[src/rtl/sw_pkg.sv]
// Shared definitions for the sw_debounce switch conditioner (optional
// press pulses are enabled by defining SW_DEBOUNCE_PRESS_PULSE_EN).
package sw_pkg;

    localparam int unsigned SW_CNT_MAX_DEF = 50000;
    localparam int unsigned SW_CNT_W_DEF   = 16;

    typedef enum logic [1:0] {
        REL   = 2'd0,
        CHK_P = 2'd1,
        PRS   = 2'd2,
        CHK_R = 2'd3
    } db_state_e;

endpackage

[src/rtl/db_chan.sv]
// One debounce channel: 2-flop synchronizer, 4-state debounce FSM with a
// saturating stability counter, and a press pulse under SW_DEBOUNCE_PRESS_PULSE_EN.
module db_chan
    import sw_pkg::*;
#(
    parameter int unsigned CNT_MAX = SW_CNT_MAX_DEF,
    parameter int unsigned CNT_W   = SW_CNT_W_DEF
) (
    input  logic clk,
    input  logic rst_n,
    input  logic sw_raw,
    output logic sw_db
`ifdef SW_DEBOUNCE_PRESS_PULSE_EN
    ,
    output logic press
`endif
);

    localparam logic [CNT_W-1:0] CNT_LAST = CNT_W'(CNT_MAX - 1);

    logic [1:0]       sync_q, sync_d;
    db_state_e        state_q, state_d;
    logic [CNT_W-1:0] cnt_q, cnt_d;
    logic [CNT_W-1:0] cnt_inc;
    logic             db_q, db_d;
    logic             sync_s;

    assign sync_s = sync_q[1];
    assign sync_d = {sync_q[0], sw_raw};

    // Entering CHK_x already accounts for the first stable sample, so the
    // count only has to climb to CNT_MAX-1 for CNT_MAX stable samples.
    always_comb begin
        cnt_inc = (cnt_q == '1) ? cnt_q : cnt_q + CNT_W'(1);
        state_d = state_q;
        cnt_d   = cnt_q;
        db_d    = db_q;
        unique case (state_q)
            REL: begin
                if (!sync_s) begin
                    state_d = CHK_P;
                    cnt_d   = '0;
                end
            end
            CHK_P: begin
                if (sync_s) begin
                    state_d = REL;
                    cnt_d   = '0;
                end else if (cnt_inc >= CNT_LAST) begin
                    state_d = PRS;
                    cnt_d   = '0;
                    db_d    = 1'b0;
                end else begin
                    cnt_d = cnt_inc;
                end
            end
            PRS: begin
                if (sync_s) begin
                    state_d = CHK_R;
                    cnt_d   = '0;
                end
            end
            CHK_R: begin
                if (!sync_s) begin
                    state_d = PRS;
                    cnt_d   = '0;
                end else if (cnt_inc >= CNT_LAST) begin
                    state_d = REL;
                    cnt_d   = '0;
                    db_d    = 1'b1;
                end else begin
                    cnt_d = cnt_inc;
                end
            end
            default: begin
                state_d = REL;
                cnt_d   = '0;
                db_d    = 1'b1;
            end
        endcase
    end

    always_ff @(posedge clk or negedge rst_n) begin
        if (!rst_n) begin
            sync_q  <= '1;
            state_q <= REL;
            cnt_q   <= '0;
            db_q    <= 1'b1;
        end else begin
            sync_q  <= sync_d;
            state_q <= state_d;
            cnt_q   <= cnt_d;
            db_q    <= db_d;
        end
    end

    assign sw_db = db_q;

`ifdef SW_DEBOUNCE_PRESS_PULSE_EN
    logic press_q, press_d;

    always_comb begin
        press_d = (state_q == CHK_P) && (state_d == PRS);
    end

    always_ff @(posedge clk or negedge rst_n) begin
        if (!rst_n) begin
            press_q <= 1'b0;
        end else begin
            press_q <= press_d;
        end
    end

    assign press = press_q;
`endif

endmodule

[src/rtl/sw_debounce.sv]
// Two-channel active-low switch debouncer; PRESS1/PRESS2 pulse ports exist
// only when SW_DEBOUNCE_PRESS_PULSE_EN is defined.
module sw_debounce
    import sw_pkg::*;
#(
    parameter int unsigned CNT_MAX = SW_CNT_MAX_DEF,
    parameter int unsigned CNT_W   = SW_CNT_W_DEF
) (
    input  logic CLK,
    input  logic RST_N,
    input  logic SW1,
    input  logic SW2,
    output logic SW1_DB,
    output logic SW2_DB
`ifdef SW_DEBOUNCE_PRESS_PULSE_EN
    ,
    output logic PRESS1,
    output logic PRESS2
`endif
);

    db_chan #(
        .CNT_MAX(CNT_MAX),
        .CNT_W  (CNT_W)
    ) u_chan1 (
        .clk   (CLK),
        .rst_n (RST_N),
        .sw_raw(SW1),
        .sw_db (SW1_DB)
`ifdef SW_DEBOUNCE_PRESS_PULSE_EN
        ,
        .press (PRESS1)
`endif
    );

    db_chan #(
        .CNT_MAX(CNT_MAX),
        .CNT_W  (CNT_W)
    ) u_chan2 (
        .clk   (CLK),
        .rst_n (RST_N),
        .sw_raw(SW2),
        .sw_db (SW2_DB)
`ifdef SW_DEBOUNCE_PRESS_PULSE_EN
        ,
        .press (PRESS2)
`endif
    );

endmodule

[config.mk]
export PLATFORM = sky130hd
export DESIGN_NAME = sw_debounce
export DESIGN_NICKNAME = d
export VERILOG_FILES = /design/src/rtl/sw_pkg.sv /design/src/rtl/db_chan.sv /design/src/rtl/sw_debounce.sv
export SDC_FILE = /design/constraint.sdc
export NUM_CORES = 1
export LEC_CHECK = 0
export CAP_MARGIN = 20
export CORE_MARGIN = 3
export CORE_UTILIZATION = 60
export CTS_CLUSTER_DIAMETER = 50
export DETAILED_ROUTE_END_ITERATION = 12
export DONT_BUFFER_PORTS = 1
export PLACE_DENSITY = 0.76
export SYNTH_ARGS = -nofsm -noshare
export SYNTH_HDL_FRONTEND = slang
export SYNTH_SLANG_ARGS = --single-unit
[constraint.sdc]
create_clock -name CLK -period 3.45 [get_ports CLK]
set_input_delay 0.1725 -clock CLK [delete_from_list [all_inputs] [get_ports CLK]]
set_output_delay 0.1725 -clock CLK [all_outputs]
set_load 0.02 [all_outputs]
* Yosys cells after proc, flatten, opt, wreduce, memory -nomap -nowiden
Cells that the tools add are included.
** Operators by class
- Order comparisons :: 2
- Equal/unequal tests :: 24
- Multiplexer cells :: 38
- Reductions and logical operators :: 10
- Add/sub/neg operators :: 2
** Operators by type and width (count)
- 16-bit 2-to-1 mux :: 12
- 16-bit one-hot mux with 4 select lines :: 2
- 16-bit by 1-bit adder with 16-bit output, second input constant :: 2
- 16-bit == test, second input constant :: 2
- 16-bit >= comparator, second input constant :: 2
- 2-bit 2-to-1 mux :: 12
- 2-bit by 1-bit inequality test with 1-bit output, second input constant :: 8
- 2-bit one-hot mux with 4 select lines :: 2
- 5-bit AND reduction :: 2
- 2-bit == test, second input constant :: 4
- 1-bit 2-to-1 mux :: 8
- 2-bit inequality test, second input constant :: 4
- 4-bit AND reduction :: 2
- 3-bit by 1-bit inequality test with 1-bit output, second input constant :: 2
- 3-bit inequality test, second input constant :: 2
- 2-bit by 1-bit == test with 1-bit output, second input constant :: 2
- 2-bit logical NOT :: 2
- 1-bit one-hot mux with 2 select lines :: 2
- 2-bit AND reduction :: 2
- 2-bit nonzero test :: 2
** Storage, ports and cells
- Output and inout port bits :: 2
- Word-level logic and storage cells :: 84
- Bits of input ports :: 4
- Flip-flop bits (word level) :: 42

* Logic depth before layout (Yosys ltp)
Gate-level depths: netlist of run 1.
- Depth after elaboration :: 6
- Mapped depth :: 11
- Mapped depth without buffers :: 9

* Modules after synthesis
A second synthesis of run 1 with hierarchy kept.
** Second synthesis, totals
- Cell total of the unflattened synthesis :: 342
- Area total of the unflattened synthesis :: 3110.5 um^2
** By module, submodules not included
- db_chan :: seq. area each 529.3 um^2, cells an instance 171, instances 2, area an instance 1555.2 um^2

* Worst setup path after synthesis of run 1
OpenSTA, ideal clock, no wires.
- Kind :: register to register
- From :: register u_chan1.cnt_q[0]
- To :: register u_chan1.cnt_q[9]
- Library setup time :: 0.065 ns
- Cell stages (with the launch flop) :: 12
- Clock period less this slack :: 2.531 ns
- Path buffers :: 2
- Slack :: 0.919 ns
- Required time :: 3.385 ns
- Arrival time :: 2.466 ns
- Cell sequence :: dfrtp_1 ha_1 and3_1 buf_2 and3_1 nor2b_1 o21ai_1 a41oi_2 o41a_1 buf_6 nor3_1 a211o_1
** On the way
- Word-level cells in the longest chain between the ends :: 6
- Elaborated cells between the ends (all ways) :: 8
- Classes of those cells :: add/sub: 1; order compare: 1; eq/ne: 1; mux: 5
** RTL lines
- from (decl) :: RTL line db_chan.sv:23 : logic [CNT_W-1:0] cnt_q, cnt_d;
- from (signal assigned) :: RTL line db_chan.sv:92 : cnt_q <= cnt_d;
- 16-bit by 1-bit adder with 16-bit output or 16-bit == test (tied branches) :: RTL line db_chan.sv:34 : cnt_inc = (cnt_q == '1) ? cnt_q : cnt_q + CNT_W'(1);
- 16-bit 2-to-1 mux * :: RTL line db_chan.sv:34
- 16-bit >= comparator :: RTL line db_chan.sv:49, db_chan.sv:67
- 16-bit 2-to-1 mux * :: RTL line db_chan.sv:49, db_chan.sv:67
- 16-bit 2-to-1 mux, on equally long branches :: RTL line db_chan.sv:64, db_chan.sv:46
- 16-bit one-hot mux with 4 select lines * :: RTL line db_chan.sv:38 : unique case (state_q)
Mark *: on every way between the ends. The rest lies on a longest branch, timed or not.
A chain may end at the register's enable or synchronous reset.

* Worst setup path in the final report of run 1
- From :: register u_chan2.cnt_q[0]
- To :: register u_chan2.cnt_q[2]
** On the way
- Word-level cells in the longest chain between the ends :: 6
- Elaborated cells between the ends (all ways) :: 8
- Classes of those cells :: add/sub: 1; order compare: 1; eq/ne: 1; mux: 5
** RTL lines (RTL line)
- from (decl) :: db_chan.sv:23
- from (signal assigned) :: db_chan.sv:92
- 16-bit by 1-bit adder with 16-bit output or 16-bit == test (tied branches) :: db_chan.sv:34
- 16-bit 2-to-1 mux * :: db_chan.sv:34
- 16-bit >= comparator :: db_chan.sv:49, db_chan.sv:67
- 16-bit 2-to-1 mux * :: db_chan.sv:49, db_chan.sv:67
- 16-bit 2-to-1 mux, on equally long branches :: db_chan.sv:64, db_chan.sv:46
- 16-bit one-hot mux with 4 select lines * :: db_chan.sv:38
Marked as above.

==> metrics.cfg, run 1 <==
[yosys]
ys_seq_area_share_pct = 39.1
synth_area_sq_um = 2710
synth_top_area_share_pct = 33.3
yosysTopAreaCell = dfrtp_1
synth_common_cells = dfrtp_1, nand2_1, nor2_1, nand3_1, a21oi_1
synth-edff-count = 0
syn_avg_cell_area_sq_um = 8.76
ys_seq_elements = 42
synth_cells = 309
ys_warn_count = 0
synth_area_leaders = dfrtp_1, dfstp_2, nand2_1
async_flop_share_pct = 100
syn-num-nets = 315
synth_flop_cell = dfrtp_1
synth_cell_types = 59

[route]
dr.pass1.iters = 5
routedWlPerCell_um = 16.6
vias = 2435
drt_iter0_markers = 321
drc = 0
via_per_inst = 6.75
ant_nets = 0
drt-total-wl_um = 6010

[global_route]
grt_pass1_wl_um = 10700
grt_overflow_total = 0
grt_pass1_vias = 2247
antenna_found_initial = 0
grt_max_degree = 43
gr-usage-all-layers_pct = 25.0

[clock_network]
clock_path_buffers = 2
h-tree-depth = 2
cts_tree = built
clock-root-buffer = clkbuf_8
clk_pin_slew_worst_paths_ns = 0.09
post-cts-setup-buffers = 0
cts_resized = 0
cts.sinks = 42
numCtsBuffers = 5
cts_hold_buf = 4
insertion_delay_ns = 0.30

[place]
dp_slack_ns = 0.485
dp.cells = 349
gp_congestion = 0.942
placed_area_sq_um = 2720
dp_hpwl_um = 4110
port_buffers = 0

[finish]
antenna_cells = 0
final_area_sq_um = 2880
fillers = 333
multi_input_area_sq_um = 1550
seq_area_sq_um = 1060
syn_to_final_growth_pct = 6.33
nets = 316
fin_cells = 361
drive_gt1_share_pct = 10.9

[sta]
rsz0062_at_grt = false
fin_ws_ns = 0.415
period_share_pct = 88.0
finalClockSkew_ns = 0.00542
post-route-min-period_ns = 3.04
tightest_slew_ns = 0.981
timing.slew.headroom_pct = 34.4
hold_viol = 0
slew_violations = 0
timing.hold.ws_ns = 0.325
setup_tns_ns = 0
setup_viol = 0
clock.fmax_mhz = 329

[setup_path]
worst_setup_path_start_kind = flop
critPathKind = flop to flop
r2r-start = u_chan2.cnt_q[0]
critical-path-top-delay-family = compound AO/OA/AOI/OAI gates
cp_slowest_stage_delay_ns = 0.50
end_kind = flop
critPathSlowestCell = o211ai_2
path_cells = ha_1, nand4_1, nor2_1, o2bb2ai_1, a21oi_1, a2111o_1, o211ai_2, o22ai_1, a22o_1
crit_fanout = 12
cp.arrival_ns = 3.23
critPathBufInv = 0
crit_start = u_chan2.cnt_q[0]
crit_required_ns = 3.65

[status]
status = complete, no violations

[job]
maxCapViolations = 0

[power_and_ir_drop]
p_per_area_nw_per_um2 = 351
p_leak_nw = 1.18
peakVddDrop_mv = 0.309

[worst_hold_path]
min_path_type = input port to async pin

[floorplan]
die_area_sq_um = 5350
io_pins = 6
core_area_sq_um = 4170
std_cell_rows = 23
start_util_pct = 64.9
die_x_um = 73.2
fp.dieH_um = 73.2

-- flip-flops by register name (all words and copies together), names as in the netlist, named ones only --
signal	cells
u_chan1.cnt_q	16
u_chan2.cnt_q	16
u_chan1.sync_q	2
u_chan2.sync_q	2
u_chan1.state_q	1
u_chan1.sw_db	1
u_chan2.state_q	1
u_chan2.sw_db	1
-- worst register-to-register path, cell delays in order, from the launching register on --
cell and delay, ns:
dfrtp_1 0.41, ha_1 0.30, nand4_1 0.31, nor2_1 0.41, o2bb2ai_1 0.16, a21oi_1 0.11
a2111o_1 0.36, o211ai_2 0.50, o22ai_1 0.18, a22o_1 0.20
-- per-layer routing --
metal / share of wire, % / track usage [%]
met1: 50 / 38.6
met2: 42 / 35.3
met3: 6.4 / 4.96
met4: 1.3 / 7.17
met5: 0 / 0
-- worst paths after layout --
path                                           to  cells after the start  slack (ns)
worst min-delay path            u_chan2.cnt_q[12]                      2        0.33
worst max register to register   u_chan2.cnt_q[2]                      9        0.41
worst max-delay path             u_chan2.cnt_q[2]                      9        0.41
max in group asynchronous           u_chan2.sw_db                      2        2.86
min in group CLK                u_chan1.sync_q[1]                      0        0.36
worst min register to register  u_chan1.sync_q[1]                      0        0.36
-- cell families after synthesis --
logic type | count (synthesis) | synth area share (%)
flip-flops | 42 | 39.1
AND/OR/NAND/NOR | 136 | 25.5
XOR/XNOR | 10 | 3.23
multiplexers | 5 | 1.89
buffers and inverters | 18 | 3.56
AO/OA/AOI/OAI | 96 | 25.8
adder cells (fa/ha/maj) | 2 | 0.924
-- cell type report --
cell class              instances  share of cell area (%)
clock buffers                   5                    2.39
well taps                      50                    2.17
inverters                       5                   0.652
repair buffers                  7                    2.52
multi-input cells             249                    53.9
clock inverters                 3                    1.56
flip-flops and latches         42                    36.8
-- power breakdown --
| group | internal (mW) | switching [mW] | total [mW] | leakage (nW) |
|---|---|---|---|---|
| Combinational | 0.0339 | 0.0490 | 0.0829 | 0.577 |
| Clock | 0.215 | 0.184 | 0.400 | 0.0504 |
| Sequential | 0.506 | 0.0215 | 0.528 | 0.557 |
-- layout by cell type (no fill, tap or decap), types with 4 or more instances in the layout --
cell type and instances:
nor3_2 4, nor3_1 7, nor2_1 31, a31oi_1 9, a21o_1 5, nand4_1 7, mux2i_1 4, dfrtp_1 36
o21ai_1 8, o21ai_0 11, inv_1 5, nand3_1 19, a22o_1 12, o22a_1 5, dfstp_2 6, o22ai_1 5
nor2b_1 5, nand2_1 36, a21oi_1 15, xnor2_1 7, and3_1 7, clkbuf_8 5
-- stage by stage --
step | power (mW) | util (%)
6_report | 1.01 | 69.0
3_3_place_gp | 0.603 | 65.1
2_1_floorplan | 0.591 | -
3_5_place_dp | 0.604 | 65.1
5_1_grt | 1.05 | 69.0
4_1_cts | 1.01 | 69.0
No activity file was read; power rests on OpenSTA's default activity.
==> run 2, diff against run 1 <==
--- a/config.mk
+++ b/config.mk
@@ -11,7 +11,10 @@
 export CTS_CLUSTER_DIAMETER = 50
 export DETAILED_ROUTE_END_ITERATION = 12
 export DONT_BUFFER_PORTS = 1
+export GPL_TIMING_DRIVEN = 0
+export HOLD_SLACK_MARGIN = 0.1
 export PLACE_DENSITY = 0.76
+export RECOVER_POWER = 100
 export SYNTH_ARGS = -nofsm -noshare
 export SYNTH_HDL_FRONTEND = slang
 export SYNTH_SLANG_ARGS = --single-unit
==> run 2 against run 1 <==
Net effect:
- the flow now finishes with violations (capacitance limit, slew limit)
- count of clock-buffer cells in the layout stayed put
- global-route usage is 0.83 points lower
- die area stayed put
- combinational power is 9.9% higher
- flip-flop and latch count stayed put
- non-clock buffer count is 10 higher
- critical path depth is 2 higher
- critical path type unchanged
==> metrics.cfg, run 2 (same netlist as run 1, synthesis figures left out) <==
[clock_network]
cts_tree = built  ; unchanged
h-tree-depth = 2  ; unchanged
clock-root-buffer = clkbuf_8  ; unchanged
insertion_delay_ns = 0.31  ; was 0.30 ns
cts_resized = 0  ; unchanged
clk_pin_slew_worst_paths_ns = 0.09  ; about the same
clock_path_buffers = 2  ; unchanged
cts.sinks = 42  ; unchanged
numCtsBuffers = 5  ; unchanged
post-cts-setup-buffers = 0  ; unchanged

[route]
drt_iter0_markers = 286  ; was 321
dr.pass1.iters = 5  ; unchanged
drt-total-wl_um = 5890  ; was 6010 um
vias = 2409  ; was 2435
routedWlPerCell_um = 15.9  ; was 16.6 um
drc = 0  ; unchanged
ant_nets = 0  ; unchanged
via_per_inst = 6.49  ; was 6.75

[job]
maxCapViolations = 1  ; was 0

[sta]
setup_viol = 0  ; unchanged
tightest_slew_ns = 2.17  ; was 0.981 ns
hold_viol = 0  ; unchanged
finalClockSkew_ns = 0.0119  ; was 0.00542 ns
clock.fmax_mhz = 315  ; was 329 MHz
slew_violations = 43  ; was 0
setup_tns_ns = 0  ; unchanged
rsz0062_at_grt = false  ; unchanged
post-route-min-period_ns = 3.17  ; was 3.04 ns
period_share_pct = 91.9  ; was 88.0%
timing.slew.headroom_pct = -44.9  ; was 34.4%

[worst_hold_path]
min_path_type = flop to flop  ; was input port to async pin
min_from = u_chan2.sync_q[0]
whs_path_depth = 0
hold_end = u_chan2.sync_q[1]

[setup_path]
timing.rr.end = u_chan1.cnt_q[11]  ; was u_chan2.cnt_q[2]
r2r_setup_slack_ns = 0.28  ; was 0.41 ns
end_kind = flop  ; unchanged
r2r_cells = 11  ; was 9
critPathKind = flop to flop  ; unchanged
worst_setup_path_start_kind = flop  ; unchanged
r2r-start = u_chan1.cnt_q[0]  ; was u_chan2.cnt_q[0]
crit_fanout = 10  ; was 12
cp.arrival_ns = 3.41  ; was 3.23 ns
crit_required_ns = 3.69  ; was 3.65 ns

[finish]
syn_to_final_growth_pct = 7.12  ; was 6.33%
nets = 326  ; was 316
antenna_cells = 0  ; unchanged
post-route-util_pct = 69.5  ; was 69.0%
drive_gt1_share_pct = 11.2  ; was 10.9%
reg_top3 = u_chan1.cnt_q: 16 flops, u_chan2.cnt_q: 16 flops  ; unchanged
fillers = 329  ; was 333
layout_common_cells = nand2_1, dfrtp_1, nor2_1  ; unchanged

[global_route]
grt_overflow_total = 0  ; unchanged
gr-usage-all-layers_pct = 24.2  ; was 25.0%
grt_max_degree = 43  ; unchanged
antenna_found_initial = 0  ; unchanged
grt_pass1_wl_um = 10100  ; was 10700 um
grt_pass1_vias = 2111  ; was 2247

[place]
port_buffers = 0  ; unchanged
gp_congestion = 0.931  ; was 0.942
dp_hpwl_um = 4100  ; was 4110 um

[status]
violations = capacitance limit, slew limit
status = finished with violations  ; was complete, no violations

[floorplan]
fp.dieH_um = 73.2  ; unchanged
std_cell_rows = 23  ; unchanged
die_x_um = 73.2  ; unchanged
io_pins = 6  ; unchanged
core_area_sq_um = 4170  ; unchanged
die_area_sq_um = 5350  ; unchanged
start_util_pct = 64.9  ; unchanged

[power_and_ir_drop]
p_leak_nw = 1.22  ; was 1.18 nW
p_per_area_nw_per_um2 = 349  ; was 351 nW/um^2
peakVddDrop_mv = 0.337  ; was 0.309 mV

[run 2: cell type report]
| class | count | area [sq um] | area share (%) |
|---|---|---|---|
| buffer | 13 | 70.1 | 2.42 |
| clock buffer | 5 | 68.8 | 2.37 |
| clock inverter | 3 | 40.0 | 1.38 |
| inverter | 5 | 18.8 | 0.647 |
| multi-input combinational | 249 | 1550 | 53.4 |
| sequential | 42 | 1060 | 36.5 |
| tap | 50 | 62.6 | 2.16 |
| timing repair buffer | 4 | 33.8 | 1.16 |
[run 2: metrics by stage]
| step | hold WS (ns) | worst slack [ns] | area, sq um | power (mW) | std cells |
|---|---|---|---|---|---|
| floorplan | -0.123 | 0.919 | 2710 | 0.591 | 309 |
| global placement | -0.122 | 0.438 | 2770 | 0.609 | 359 |
| detailed placement | -0.122 | 0.472 | 2770 | 0.611 | 359 |
| CTS | 0.317 | 0.456 | 2930 | 1.02 | 371 |
| global route | 0.365 | 0.0567 | 2900 | 1.05 | 371 |
| finish | 0.361 | 0.279 | 2900 | 1.01 | 371 |
[run 2: worst max path at each step]
stage | from | endpoint | slack, ns | depth (start not counted)
after floorplan | u_chan1.cnt_q[0] | u_chan1.cnt_q[9] | 0.92 | 11
after global placement | u_chan2.cnt_q[0] | u_chan2.cnt_q[2] | 0.44 | 10
after detailed placement | u_chan2.cnt_q[0] | u_chan2.cnt_q[2] | 0.47 | 10
after CTS | u_chan2.cnt_q[0] | u_chan2.cnt_q[2] | 0.46 | 10
after global routing | u_chan1.cnt_q[0] | u_chan1.cnt_q[11] | 0.06 | 11
final | u_chan1.cnt_q[0] | u_chan1.cnt_q[11] | 0.28 | 11
[run 2: routing by layer]
metal  track usage, %  vias up  share of wire, %
li1                 -     1182                 -
met1             38.6     1146                52
met2             32.1       73                41
met3             5.23        8               5.7
met4             7.58        0               1.2
met5                0        -                 0
[run 2: worst max-delay path, stage by stage, from the launching register on]
cell and delay [ns]:
dfrtp_1 0.50, ha_1 0.33, and3_1 0.19, clkbuf_1 0.29
and3_1 0.26, o2111ai_1 0.13, o21ai_0 0.12, a41oi_2 0.20
o41ai_2 0.47, clkbuf_2 0.31, and2_1 0.16, o22a_1 0.14
[run 2: what timing repair did]
action / 4_1_cts / 5_1_grt
hold buffers: 4 / 0
hold endpoints to repair: 44 / 0
endpoints found under the setup margin: 0 / 0
[run 2: power breakdown]
part | leakage (nW) | internal, mW | switching [mW]
clock network | 0.0579 | 0.213 | 0.185
registers | 0.557 | 0.506 | 0.0154
logic | 0.600 | 0.0349 | 0.0562
